[config.mk]
export PLATFORM = sky130hd
export DESIGN_NAME = player_missile_ctrl
export DESIGN_NICKNAME = d
export VERILOG_FILES = /design/src/rtl/player_missile_ctrl.sv
export SDC_FILE = /design/constraint.sdc
export NUM_CORES = 1
export LEC_CHECK = 0
export CORE_MARGIN = 8
export CORE_UTILIZATION = 52
export DETAILED_ROUTE_END_ITERATION = 6
export GPL_TIMING_DRIVEN = 0
export MAX_ROUTING_LAYER = met4
export PLACE_DENSITY = 0.77
export SLEW_MARGIN = 30
export SYNTH_ARGS = -nofsm -noshare
export SYNTH_HDL_FRONTEND = slang
export SYNTH_SLANG_ARGS = --single-unit
[constraint.sdc]
create_clock -name clk -period 3.1 [get_ports clk]
set_input_delay 0.62 -clock clk [delete_from_list [all_inputs] [get_ports clk]]
set_output_delay 0.62 -clock clk [all_outputs]
set_load 0.01 [all_outputs]
[src/rtl/player_missile_ctrl.sv]
// Player shot controller: launches one missile from the player's cannon, moves it
// up once per frame in 1/64-pixel fixed point, and retires it on hit or at the top.
module player_missile_ctrl #(
    parameter int X_OFFSET        = 30,
    parameter int MISSILE_HEIGHT  = 16,
    parameter int MISSILE_SPEED   = 256,
    parameter int TOP_LIMIT       = 8,
    parameter int COOLDOWN_FRAMES = 10
) (
    input  logic               clk,
    input  logic               resetN,
    input  logic               startOfFrame,
    input  logic               playGame,
    input  logic               enter,
    input  logic signed [10:0] playerTopLeftX,
    input  logic signed [10:0] playerTopLeftY,
    input  logic               missileHit,
    output logic signed [10:0] missileTopLeftX,
    output logic signed [10:0] missileTopLeftY,
    output logic               missileActive,
    output logic               shotFired
);

    typedef enum logic [1:0] {IDLE, FLYING, COOLDOWN} state_t;

    localparam logic signed [10:0] TOP_PX = 11'(TOP_LIMIT);
    localparam logic [15:0]        COOL_LOAD = 16'(COOLDOWN_FRAMES);

    state_t             state, next_state;
    logic               enter_d;
    logic               fire;
    logic signed [17:0] x_fp, y_fp;
    logic signed [17:0] y_next, launch_x, launch_y;
    logic signed [10:0] y_next_px;
    logic               top_reached;
    logic [15:0]        cool_cnt;
    logic               unused_bits;

    assign fire        = enter & ~enter_d;
    assign launch_x    = (18'(playerTopLeftX) + 18'(X_OFFSET)) <<< 6;
    assign launch_y    = (18'(playerTopLeftY) - 18'(MISSILE_HEIGHT)) <<< 6;
    assign y_next      = y_fp - 18'(MISSILE_SPEED);
    assign y_next_px   = y_next[16:6];
    assign top_reached = (y_next_px <= TOP_PX);
    assign unused_bits = ^{x_fp[17], x_fp[5:0]};

    always_ff @(posedge clk or negedge resetN) begin
        if (!resetN)
            state <= IDLE;
        else if (!playGame)
            state <= IDLE;
        else
            state <= next_state;
    end

    // Hit outranks movement; a cooldown reaching zero on a frame leaves in that same update.
    always_comb begin
        next_state = state;
        case (state)
            IDLE:     if (fire) next_state = FLYING;
            FLYING: begin
                if (missileHit)
                    next_state = COOLDOWN;
                else if (startOfFrame && top_reached)
                    next_state = COOLDOWN;
            end
            COOLDOWN: begin
                if (cool_cnt == '0)
                    next_state = IDLE;
                else if (startOfFrame && cool_cnt == 16'd1)
                    next_state = IDLE;
            end
            default:  next_state = IDLE;
        endcase
    end

    always_comb begin
        missileActive   = (state == FLYING);
        missileTopLeftX = missileActive ? x_fp[16:6] : '0;
        missileTopLeftY = missileActive ? y_fp[16:6] : '0;
    end

    always_ff @(posedge clk or negedge resetN) begin
        if (!resetN) begin
            enter_d   <= 1'b0;
            shotFired <= 1'b0;
            x_fp      <= '0;
            y_fp      <= '0;
            cool_cnt  <= '0;
        end else if (!playGame) begin
            enter_d   <= 1'b0;
            shotFired <= 1'b0;
            x_fp      <= '0;
            y_fp      <= '0;
            cool_cnt  <= '0;
        end else begin
            enter_d   <= enter;
            shotFired <= 1'b0;
            if (state == IDLE && fire) begin
                x_fp      <= launch_x;
                y_fp      <= launch_y;
                shotFired <= 1'b1;
            end else if (state == FLYING && !missileHit && startOfFrame) begin
                y_fp <= y_next;
            end
            if (state == FLYING && next_state == COOLDOWN)
                cool_cnt <= COOL_LOAD;
            else if (state == COOLDOWN && startOfFrame && cool_cnt != '0)
                cool_cnt <= cool_cnt - 16'd1;
        end
    end

endmodule

# [Word-level counts from Yosys, hierarchy flattened]
# Cells that the tools add are included.
[totals] regBits=55 input_bits=28 output_inout_bits=24 word_cells=52
[classes] n_addsub=4 magnitude_cmp=1 n_eq_ne=7 muxes=20 n_bitwise=2 reduce_logical=12
[op_table] cell="18-bit two-way mux" n=3
[op_table] cell="16-bit two-way mux" n=3
[op_table] cell="17-bit two-way mux" n=2
[op_table] cell="11-bit two-way mux" n=2
[op_table] cell="18-bit by 10-bit subtractor with 18-bit output, second input constant" n=1
[op_table] cell="16-bit by 1-bit == test with 1-bit output, second input constant" n=1
[op_table] cell="16-bit logical NOT" n=1
[op_table] cell="16-bit nonzero test" n=1
[op_table] cell="16-bit by 1-bit subtractor with 16-bit output, second input constant" n=1
[op_table] cell="2-bit two-way mux" n=6
[op_table] cell="11-bit by 6-bit subtractor with 12-bit output, second input constant" n=1
[op_table] cell="11-bit by 6-bit adder with 11-bit output, second input constant" n=1
[op_table] cell="11-bit by 5-bit less-or-equal comparator with 1-bit output, second input constant" n=1
[op_table] cell="1-bit logical AND" n=8
[op_table] cell="3-bit by 1-bit inequality test with 1-bit output, second input constant" n=2
[op_table] cell="2-bit case mux with 3 select lines" n=1
[op_table] cell="2-bit == test, second input constant" n=2
[op_table] cell="1-bit two-way mux" n=3
[op_table] cell="2-bit by 1-bit == test with 1-bit output, second input constant" n=1
[op_table] cell="2-bit logical NOT" n=1
[op_table] cell="2-bit by 1-bit inequality test with 1-bit output, second input constant" n=1
[op_table] cell="1-bit AND" n=1
[op_table] cell="1-bit logical NOT" n=1
[op_table] cell="1-bit NOT" n=1

# [Logic depth before layout (Yosys ltp)]
# Gate-level depths: netlist of the first run.
[logic_depth] word_depth=10 mapped_depth=8 ltp_nobuf=7

# [Least setup slack after synthesis of the first run]
# Ideal clock, no wire load.
[synth_timing] path_kind="reg2reg" startpoint="register y_fp[10]" endpoint="register cool_cnt[0]" setup_time_ns=0.123 arrival_ns=2.094 required_time_ns=2.977 path_slack_ns=0.883 stages_incl_launch_ff=7 path_buffers=1 synth_period_minus_slack_ns=2.217 cell_sequence="dfrtp_1 -> nor3_1 -> xor2_1 -> or3_1 -> o311ai_2 -> buf_2 -> nor2_1"
[synth_between] elab_chain_len=10 elab_cells_between_ends=11 classes_between="1 x add/sub; 1 x order compare; 2 x eq/ne; 5 x mux; 2 x reduce/logical"
[synth_rtl] element="from (decl)" line_no="32" text="logic signed [17:0] x_fp, y_fp;"
[synth_rtl] element="from (signal assigned)" line_no="101" text="y_fp <= launch_y;"
[synth_rtl] element="from (signal assigned)" line_no="104" text="y_fp <= y_next;"
[synth_rtl] element="18-bit by 10-bit subtractor with 18-bit output *" line_no="42" text="assign y_next = y_fp - 18'(MISSILE_SPEED);"
[synth_rtl] element="11-bit by 5-bit less-or-equal comparator with 1-bit output *" line_no="44" text="assign top_reached = (y_next_px <= TOP_PX);"
[synth_rtl] element="1-bit logical AND *" line_no="64" text="else if (startOfFrame && top_reached)"
[synth_rtl] element="2-bit two-way mux *" line_no="64"
[synth_rtl] element="2-bit two-way mux *" line_no="62" text="if (missileHit)"
[synth_rtl] element="2-bit case mux with 3 select lines *" line_no="59" text="case (state)"
[synth_rtl] element="2-bit == test *" line_no="106" text="if (state == FLYING && next_state == COOLDOWN)"
[synth_rtl] element="1-bit logical AND *" line_no="106"
[synth_rtl] element="16-bit two-way mux" line_no="106"
[synth_rtl] element="16-bit two-way mux" line_no="90" text="end else if (!playGame) begin"
[synth_rtl] element="to (signal assigned)" line_no="109" text="cool_cnt <= cool_cnt - 16'd1;"
[synth_rtl] element="to (decl)" line_no="36" text="logic [15:0] cool_cnt;"
# Every way passes the cells marked *; elsewhere a longest branch is shown, timed or not.
# A chain may end at the register's enable or synchronous reset.

# [Worst setup path in the final report of the first run]
[layout_timing] startpoint="register state[1]" endpoint="output port missileTopLeftX[9]"
[layout_between] elab_chain_len=2
[layout_rtl] element="from (decl)" line_no="29" text="state_t state, next_state;"
[layout_rtl] element="from (signal assigned)" line_no="53" text="state <= next_state;"
[layout_rtl] element="2-bit by 1-bit == test with 1-bit output" line_no="78" text="missileActive = (state == FLYING);"
[layout_rtl] element="11-bit two-way mux" line_no="79" text="missileTopLeftX = missileActive ? x_fp[16:6] : '0;"
[layout_rtl] element="to (decl)" line_no="18" text="output logic signed [10:0] missileTopLeftX,"
# Every way passes these cells.

==> results of run 1 <==
==> metrics by stage <==
step	setup WS (ns)	instances	util [%]	hold slack (ns)
3_5_place_dp	0.155	413	64.9	0.503
4_1_cts	0.122	421	66.7	0.276
6_report	0.260	421	66.8	0.271
3_3_place_gp	0.184	412	64.6	0.484
5_1_grt	0.140	421	66.8	0.295
2_1_floorplan	0.883	291	-	0.324
==> path summary, 6_finish.rpt <==
kind                                      startpoint                        to  slack [ns]  cells after the start
worst max register to register  y_fp[10]$_DFFE_PN0P_  cool_cnt[13]$_DFFE_PN0P_        0.37                      6
worst min-delay path                          resetN   cool_cnt[6]$_DFFE_PN0P_        0.27                      1
min in group clk                x_fp[11]$_DFFE_PN0P_      x_fp[11]$_DFFE_PN0P_        0.52                      2
worst min register to register  x_fp[11]$_DFFE_PN0P_      x_fp[11]$_DFFE_PN0P_        0.52                      2
worst max-delay path              state[1]$_DFF_PN0_        missileTopLeftX[9]        0.26                      4
max in group asynchronous                     resetN      x_fp[15]$_DFFE_PN0P_        2.34                      2
==> cell usage after synthesis, drive strengths merged, types with 3 or more instances <==
cell type | count | share of area (%)
a211oi | 7 | 2.0
a21oi | 24 | 4.8
a221oi | 4 | 1.6
and2 | 24 | 5.7
clkbuf | 8 | 1.1
dfrtp | 42 | 40
ha | 6 | 2.8
inv | 10 | 1.4
nand2 | 16 | 2.3
nand2b | 4 | 0.95
nand3 | 5 | 0.95
nand4 | 5 | 1.2
nor2 | 38 | 5.4
nor2b | 3 | 0.71
nor3 | 8 | 1.5
o21ai | 8 | 1.5
o311ai | 3 | 1.3
o31ai | 5 | 1.4
or3 | 4 | 1.2
or4 | 8 | 2.8
xnor2 | 11 | 3.7
xor2 | 17 | 5.6
==> cell type report <==
cell class              count  share of cell area [%]
clock buffers               7                    2.58
inverters                  10                    1.12
repair buffers             52                    15.7
flip-flops and latches     42                    31.4
multi-input cells         229                    45.0
plain buffers              10                    1.38
well taps                  70                    2.62
clock inverters             1                   0.150
==> layer usage <==
layer  vias to the layer above  share of wire (%)  wire (um)  GRT usage (%)
met5                         -                  0          0              -
met2                        49                 46       3160           29.5
met3                         4                4.9        334           4.72
li1                       1158                  -          -              -
met1                      1184                 48       3320           25.5
met4                         0               0.74         51           5.63
==> worst register-to-register path: stages, from the launching register on <==
cell      delay, ns
dfrtp_1        0.46
nor3_1         0.64
xor2_1         0.16
or3_1          0.46
o311ai_2       0.50
buf_2          0.32
nor2_1         0.08
==> flip-flops by register name (all words and copies together), names as in the netlist <==
| signal | flops |
|---|---|
| state | 2 |
| enter_d | 1 |
| y_fp | 11 |
| shotFired | 1 |
| x_fp | 11 |
| cool_cnt | 16 |
==> cell usage in the layout (no fill, tap or decap), drive strengths merged, types with 2 or more instances in the layout <==
cell type      synthesis  final
xor2                  17     17
clkbuf                 8     15
and3b                  2      2
or4                    8      8
nor2                  38     38
xnor2                 11     11
o311ai                 3      3
clkdlybuf4s50          0     50
or3                    4      4
nor2b                  3      3
nor4b                  2      2
nand4b                 2      2
nor4                   2      2
o31ai                  5      5
nand3                  5      5
o41ai                  2      2
a211oi                 7      7
ha                     6      6
nand2                 16     16
inv                   10     10
buf                    2      4
or4b                   2      2
nor3b                  2      2
nor3                   8      8
o21ai                  8      8
nand4                  5      5
a221oi                 4      4
nand2b                 4      4
a21oi                 24     24
and2                  24     24
dfrtp                 42     42
==> power groups by stage <==
stage	Sequential [uW]	Clock [uW]	Combinational, uW
after detailed placement	633	0	383
after global routing	629	397	427
after floorplan	623	0	239
after CTS	623	378	387
after global placement	632	0	374
final	624	371	388
==> cells by family after synthesis <==
kind of cell               count (synthesis)  synth area share (%)
and+or+nand+nor                          130                  27.4
AOI/OAI and AO/OA                         63                  16.7
DFF                                       42                  39.8
xor gates and xnor gates                  28                  9.29
buffers and inverters                     20                  3.18
adders and majority gates                  6                  2.84
muxes                                      2                 0.806
==> results.yml, run 1 <==
critical_path:
  cp_slowest_cell: "clkdlybuf4s50_1"
  path_delay_family: "buffers and inverters"
  crit_buf_inv: 2
  critPathMaxStageDelay_ns: 0.55
  cp_max_fo: 10
  critPathRequiredTime_ns: 2.48
  start_kind: "flop"
  cp-end-kind: "output pin"
  criticalPathCategory: "reg -> out"
  cp_data_arrival_time_ns: 2.22
  crit_chain: "nor2b_2 > clkbuf_1 > and2_1 > clkdlybuf4s50_1"
logic_synthesis:
  async_flop_share_pct: 100
  seq_area_frac_synth_pct: 39.8
  synthDistinctLibCells: 53
  ys_ff_latch: 42
  yosys_warnings: 0
  postSynthCellCount: 291
  syn_avg_cell_area_um2: 9.07
  syn_nets: 325
  synth-main-ff-cell: "dfrtp_1"
  synth_edf_count: 0
  syn_area_um2: 2640
clock_network:
  cts-buffers-inserted: 5
  cts_hold_buf: 0
  cts.clk_slew.worst_paths_ns: 0.08
  cts_tree: "yes"
  cts_sinks: 42
  insertion_delay_ns: 0.29
  post-cts-setup-buffers: 0
  cts-root-buf: "clkbuf_8"
  clk_path_buf_depth: 2
  cts_resized: 0
  h-tree-depth: 2
placement:
  placed_area_um2: 3250
  routabilityCongestion: 0.884
  hpwl_um: 5090
  io_buffers: 51
global_routing:
  gr-usage-all-layers_pct: 19.6
  antenna_found_initial: 0
  grt_pass1_wl_um: 11600
  grt_pass1_vias: 2413
  grt_max_degree: 26
  overflow: 0
worst_hold_path:
  min_path_type: "in -> async"
die:
  fp.dieW_um: 87.2
  start_util_pct: 52.7
  coreArea_um2: 5010
  dieArea_um2: 7610
  num_rows: 26
  dieHeight_um: 87.2
  ios: 52
routing:
  first_iter_violations: 138
  drc_errors: 0
  totalWireLength_um: 6870
  drt_pass1_iterations: 4
  via_count: 2395
  ant_nets: 0
  wl_per_cell_um: 16.3
  routed_via_density: 5.69
layout:
  regArea_um2: 1050
  diodes: 0
  final_cell_area_um2: 3350
  nNetsFinal: 384
  drive_above_1_share_pct: 7.69
  multi_input_area_um2: 1510
  nFillCells: 446
  synthToLayoutAreaGrowth_pct: 26.8
power_and_ir_drop:
  p_comb_share_pct: 28.0
  irDropWorstVdd_v: 0.000282
  power.leakage_uw: 0.00137
  power.share.switching_pct: 32.4
  power_uw: 1380
  p_int_uw: 935
  p_sw_uw: 448
  power_frac_clock_pct: 26.8
  power_frac_seq_pct: 45.1
  power_density_nw_per_um2: 413
sta:
  tightest_slew_ns: 0.791
  fmax_ghz: 0.352
  drv_slew: 0
  setup_viol: 0
  fin_skew_ns: 0.00386
  min_period_ns: 2.84
  post-route-period-util_pct: 91.6
  rsz0062_at_grt: "false"
  slew_headroom_pct: 46.5
  setup_tns_ns: 0
  finalHoldViolCount: 0
flow_run:
  cap_viol_max_count: 0
outcome:
  status: "finished, final reports clean"
(Power assumes the default switching activity.)
==> run 2: changes to the inputs <==
--- a/config.mk
+++ b/config.mk
@@ -5,7 +5,7 @@
 export SDC_FILE = /design/constraint.sdc
 export NUM_CORES = 1
 export LEC_CHECK = 0
-export CORE_MARGIN = 8
+export CORE_MARGIN = 3
 export CORE_UTILIZATION = 52
 export DETAILED_ROUTE_END_ITERATION = 6
 export GPL_TIMING_DRIVEN = 0
==> results.yml, run 2 (same netlist as run 1, synthesis figures left out) <==
sta:
  worst_slack_ns: 0.292
  setup_viol: 0
  min_period_ns: 2.81
  tightest_slew_ns: 0.785
  drv_slew: 0
  fin_skew_ns: 0.00822
  rsz0062_at_grt: "false"
  slew_headroom_pct: 47.0
  setup_tns_ns: 0
  post-route-period-util_pct: 90.6
  finalHoldViolCount: 0
  fmax_ghz: 0.356
layout:
  largest_reg_flops: 16
  regMostFlops: "cool_cnt"
  drive_above_1_share_pct: 7.98
  nFillCells: 424
  regArea_um2: 1050
  reg.largest.list: "cool_cnt (16), x_fp (11), y_fp (11)"
  final_common_cell: "clkdlybuf4s50_1"
  nNetsFinal: 384
  fin_cells: 418
  final_cell_mix: "50 x clkdlybuf4s50_1, 42 x dfrtp_1, 38 x nor2_1, 24 x and2_1, 22 x a21oi_1"
  final_cell_area_um2: 3390
  multi_input_area_um2: 1510
  diodes: 0
  synthToLayoutAreaGrowth_pct: 28.4
die:
  dieHeight_um: 77.2
  ios: 52
  dieArea_um2: 5970
  coreArea_um2: 4820
  start_util_pct: 54.8
  num_rows: 25
  fp.dieW_um: 77.2
critical_path:
  start_kind: "flop"
  critPathMaxStageDelay_ns: 0.56
  cp_max_fo: 10
  crit_buf_inv: 2
  reg2reg_depth: 6
  cp-end-kind: "output pin"
  timing.rr.end: "cool_cnt[0]$_DFFE_PN0P_"
  regToRegStartpoint: "y_fp[10]$_DFFE_PN0P_"
  criticalPathCategory: "reg -> out"
  path_delay_family: "buffers and inverters"
  reg2reg_slack_ns: 0.35
  crit_chain: "nor2b_2 > clkbuf_1 > and2_1 > clkdlybuf4s50_1"
  critPathRequiredTime_ns: 2.48
  cp_slowest_cell: "clkdlybuf4s50_1"
  cp_data_arrival_time_ns: 2.19
routing:
  ant_nets: 0
  via_count: 2365
  totalWireLength_um: 6270
  drt_pass1_iterations: 4
  dr_wl_met3_um: 292
  routed_via_density: 5.66
  wl_per_cell_um: 15.0
  routed.top_layer: "met4"
  met1Wirelength_um: 3060
  first_iter_violations: 101
  met2WireLength_um: 2820
  drc_errors: 0
power_and_ir_drop:
  power.leakage_uw: 0.00139
  power_density_nw_per_um2: 451
  irDropWorstVdd_v: 0.000313
clock_network:
  cts-buffers-inserted: 5
  cts_resized: 0
  cts-root-buf: "clkbuf_8"
  clk_path_buf_depth: 2
  cts_sinks: 42
  cts.clk_slew.worst_paths_ns: 0.08
  post-cts-setup-buffers: 0
  cts_tree: "yes"
  h-tree-depth: 2
  cts_hold_buf: 0
  insertion_delay_ns: 0.30
global_routing:
  grt_pass1_wl_um: 10600
  overflow: 0
  gr-usage-all-layers_pct: 22.7
  grt_pass1_vias: 2282
  antenna_found_initial: 0
  grt_max_degree: 26
placement:
  pre_cts_ws_ns: 0.170
  io_buffers: 51
  placed_area_um2: 3250
  hpwl_um: 4660
  place_inst: 410
  routabilityCongestion: 0.875
flow_run:
  cap_viol_max_count: 0
worst_hold_path:
  min_path_type: "in -> async"
outcome:
  status: "finished, final reports clean"
-- run 2: worst register-to-register path, stage by stage, from the launching register on --
cell	delay, ns
dfrtp_1	0.47
nor3_1	0.60
xor2_1	0.18
or3_1	0.46
o311ai_2	0.52
buf_2	0.33
nor2_1	0.08
-- run 2: how the worst max path moves through the flow --
| stage | startpoint | to | slack (ns) | cells past startpoint |
|---|---|---|---|---|
| floorplan | y_fp[10]$_DFFE_PN0P_ | cool_cnt[0]$_DFFE_PN0P_ | 0.88 | 6 |
| global placement | startOfFrame | cool_cnt[5]$_DFFE_PN0P_ | 0.20 | 6 |
| detailed placement | startOfFrame | cool_cnt[5]$_DFFE_PN0P_ | 0.17 | 6 |
| CTS | state[1]$_DFF_PN0_ | missileTopLeftY[4] | 0.12 | 4 |
| global route | state[1]$_DFF_PN0_ | missileTopLeftY[4] | 0.1 | 4 |
| finish | state[1]$_DFF_PN0_ | missileTopLeftY[4] | 0.29 | 4 |
-- run 2: cell type report --
type                       count  area share [%]
clock buffer                   5            2.03
sequential                    42            31.0
tap                           67            2.47
buffer                        10            1.37
multi-input combinational    229            44.5
clock inverter                 3            2.03
inverter                      10            1.11
timing repair buffer          52            15.5
-- run 2: report_power, final --
| group | switching [uW] | internal [uW] | leakage, uW |
|---|---|---|---|
| clock network | 200 | 323 | 0.0000683 |
| registers | 38.2 | 586 | 0.000570 |
| logic | 212 | 169 | 0.000756 |
-- run 2: metrics by stage --
stage                     utilization [%]  power, uW  hold slack (ns)
after floorplan                         -        862            0.324
after global placement               67.1       1000            0.487
after detailed placement             67.4       1010            0.510
after CTS                            70.3       1530            0.266
after global routing                 70.3       1610            0.278
final                                70.3       1530            0.252
-- run 2: metal layers --
metal	vias up	global-route usage, %
li1	1171	-
met1	1115	30.8
met2	68	34.1
met3	11	4.11
met4	0	7.83
met5	-	-
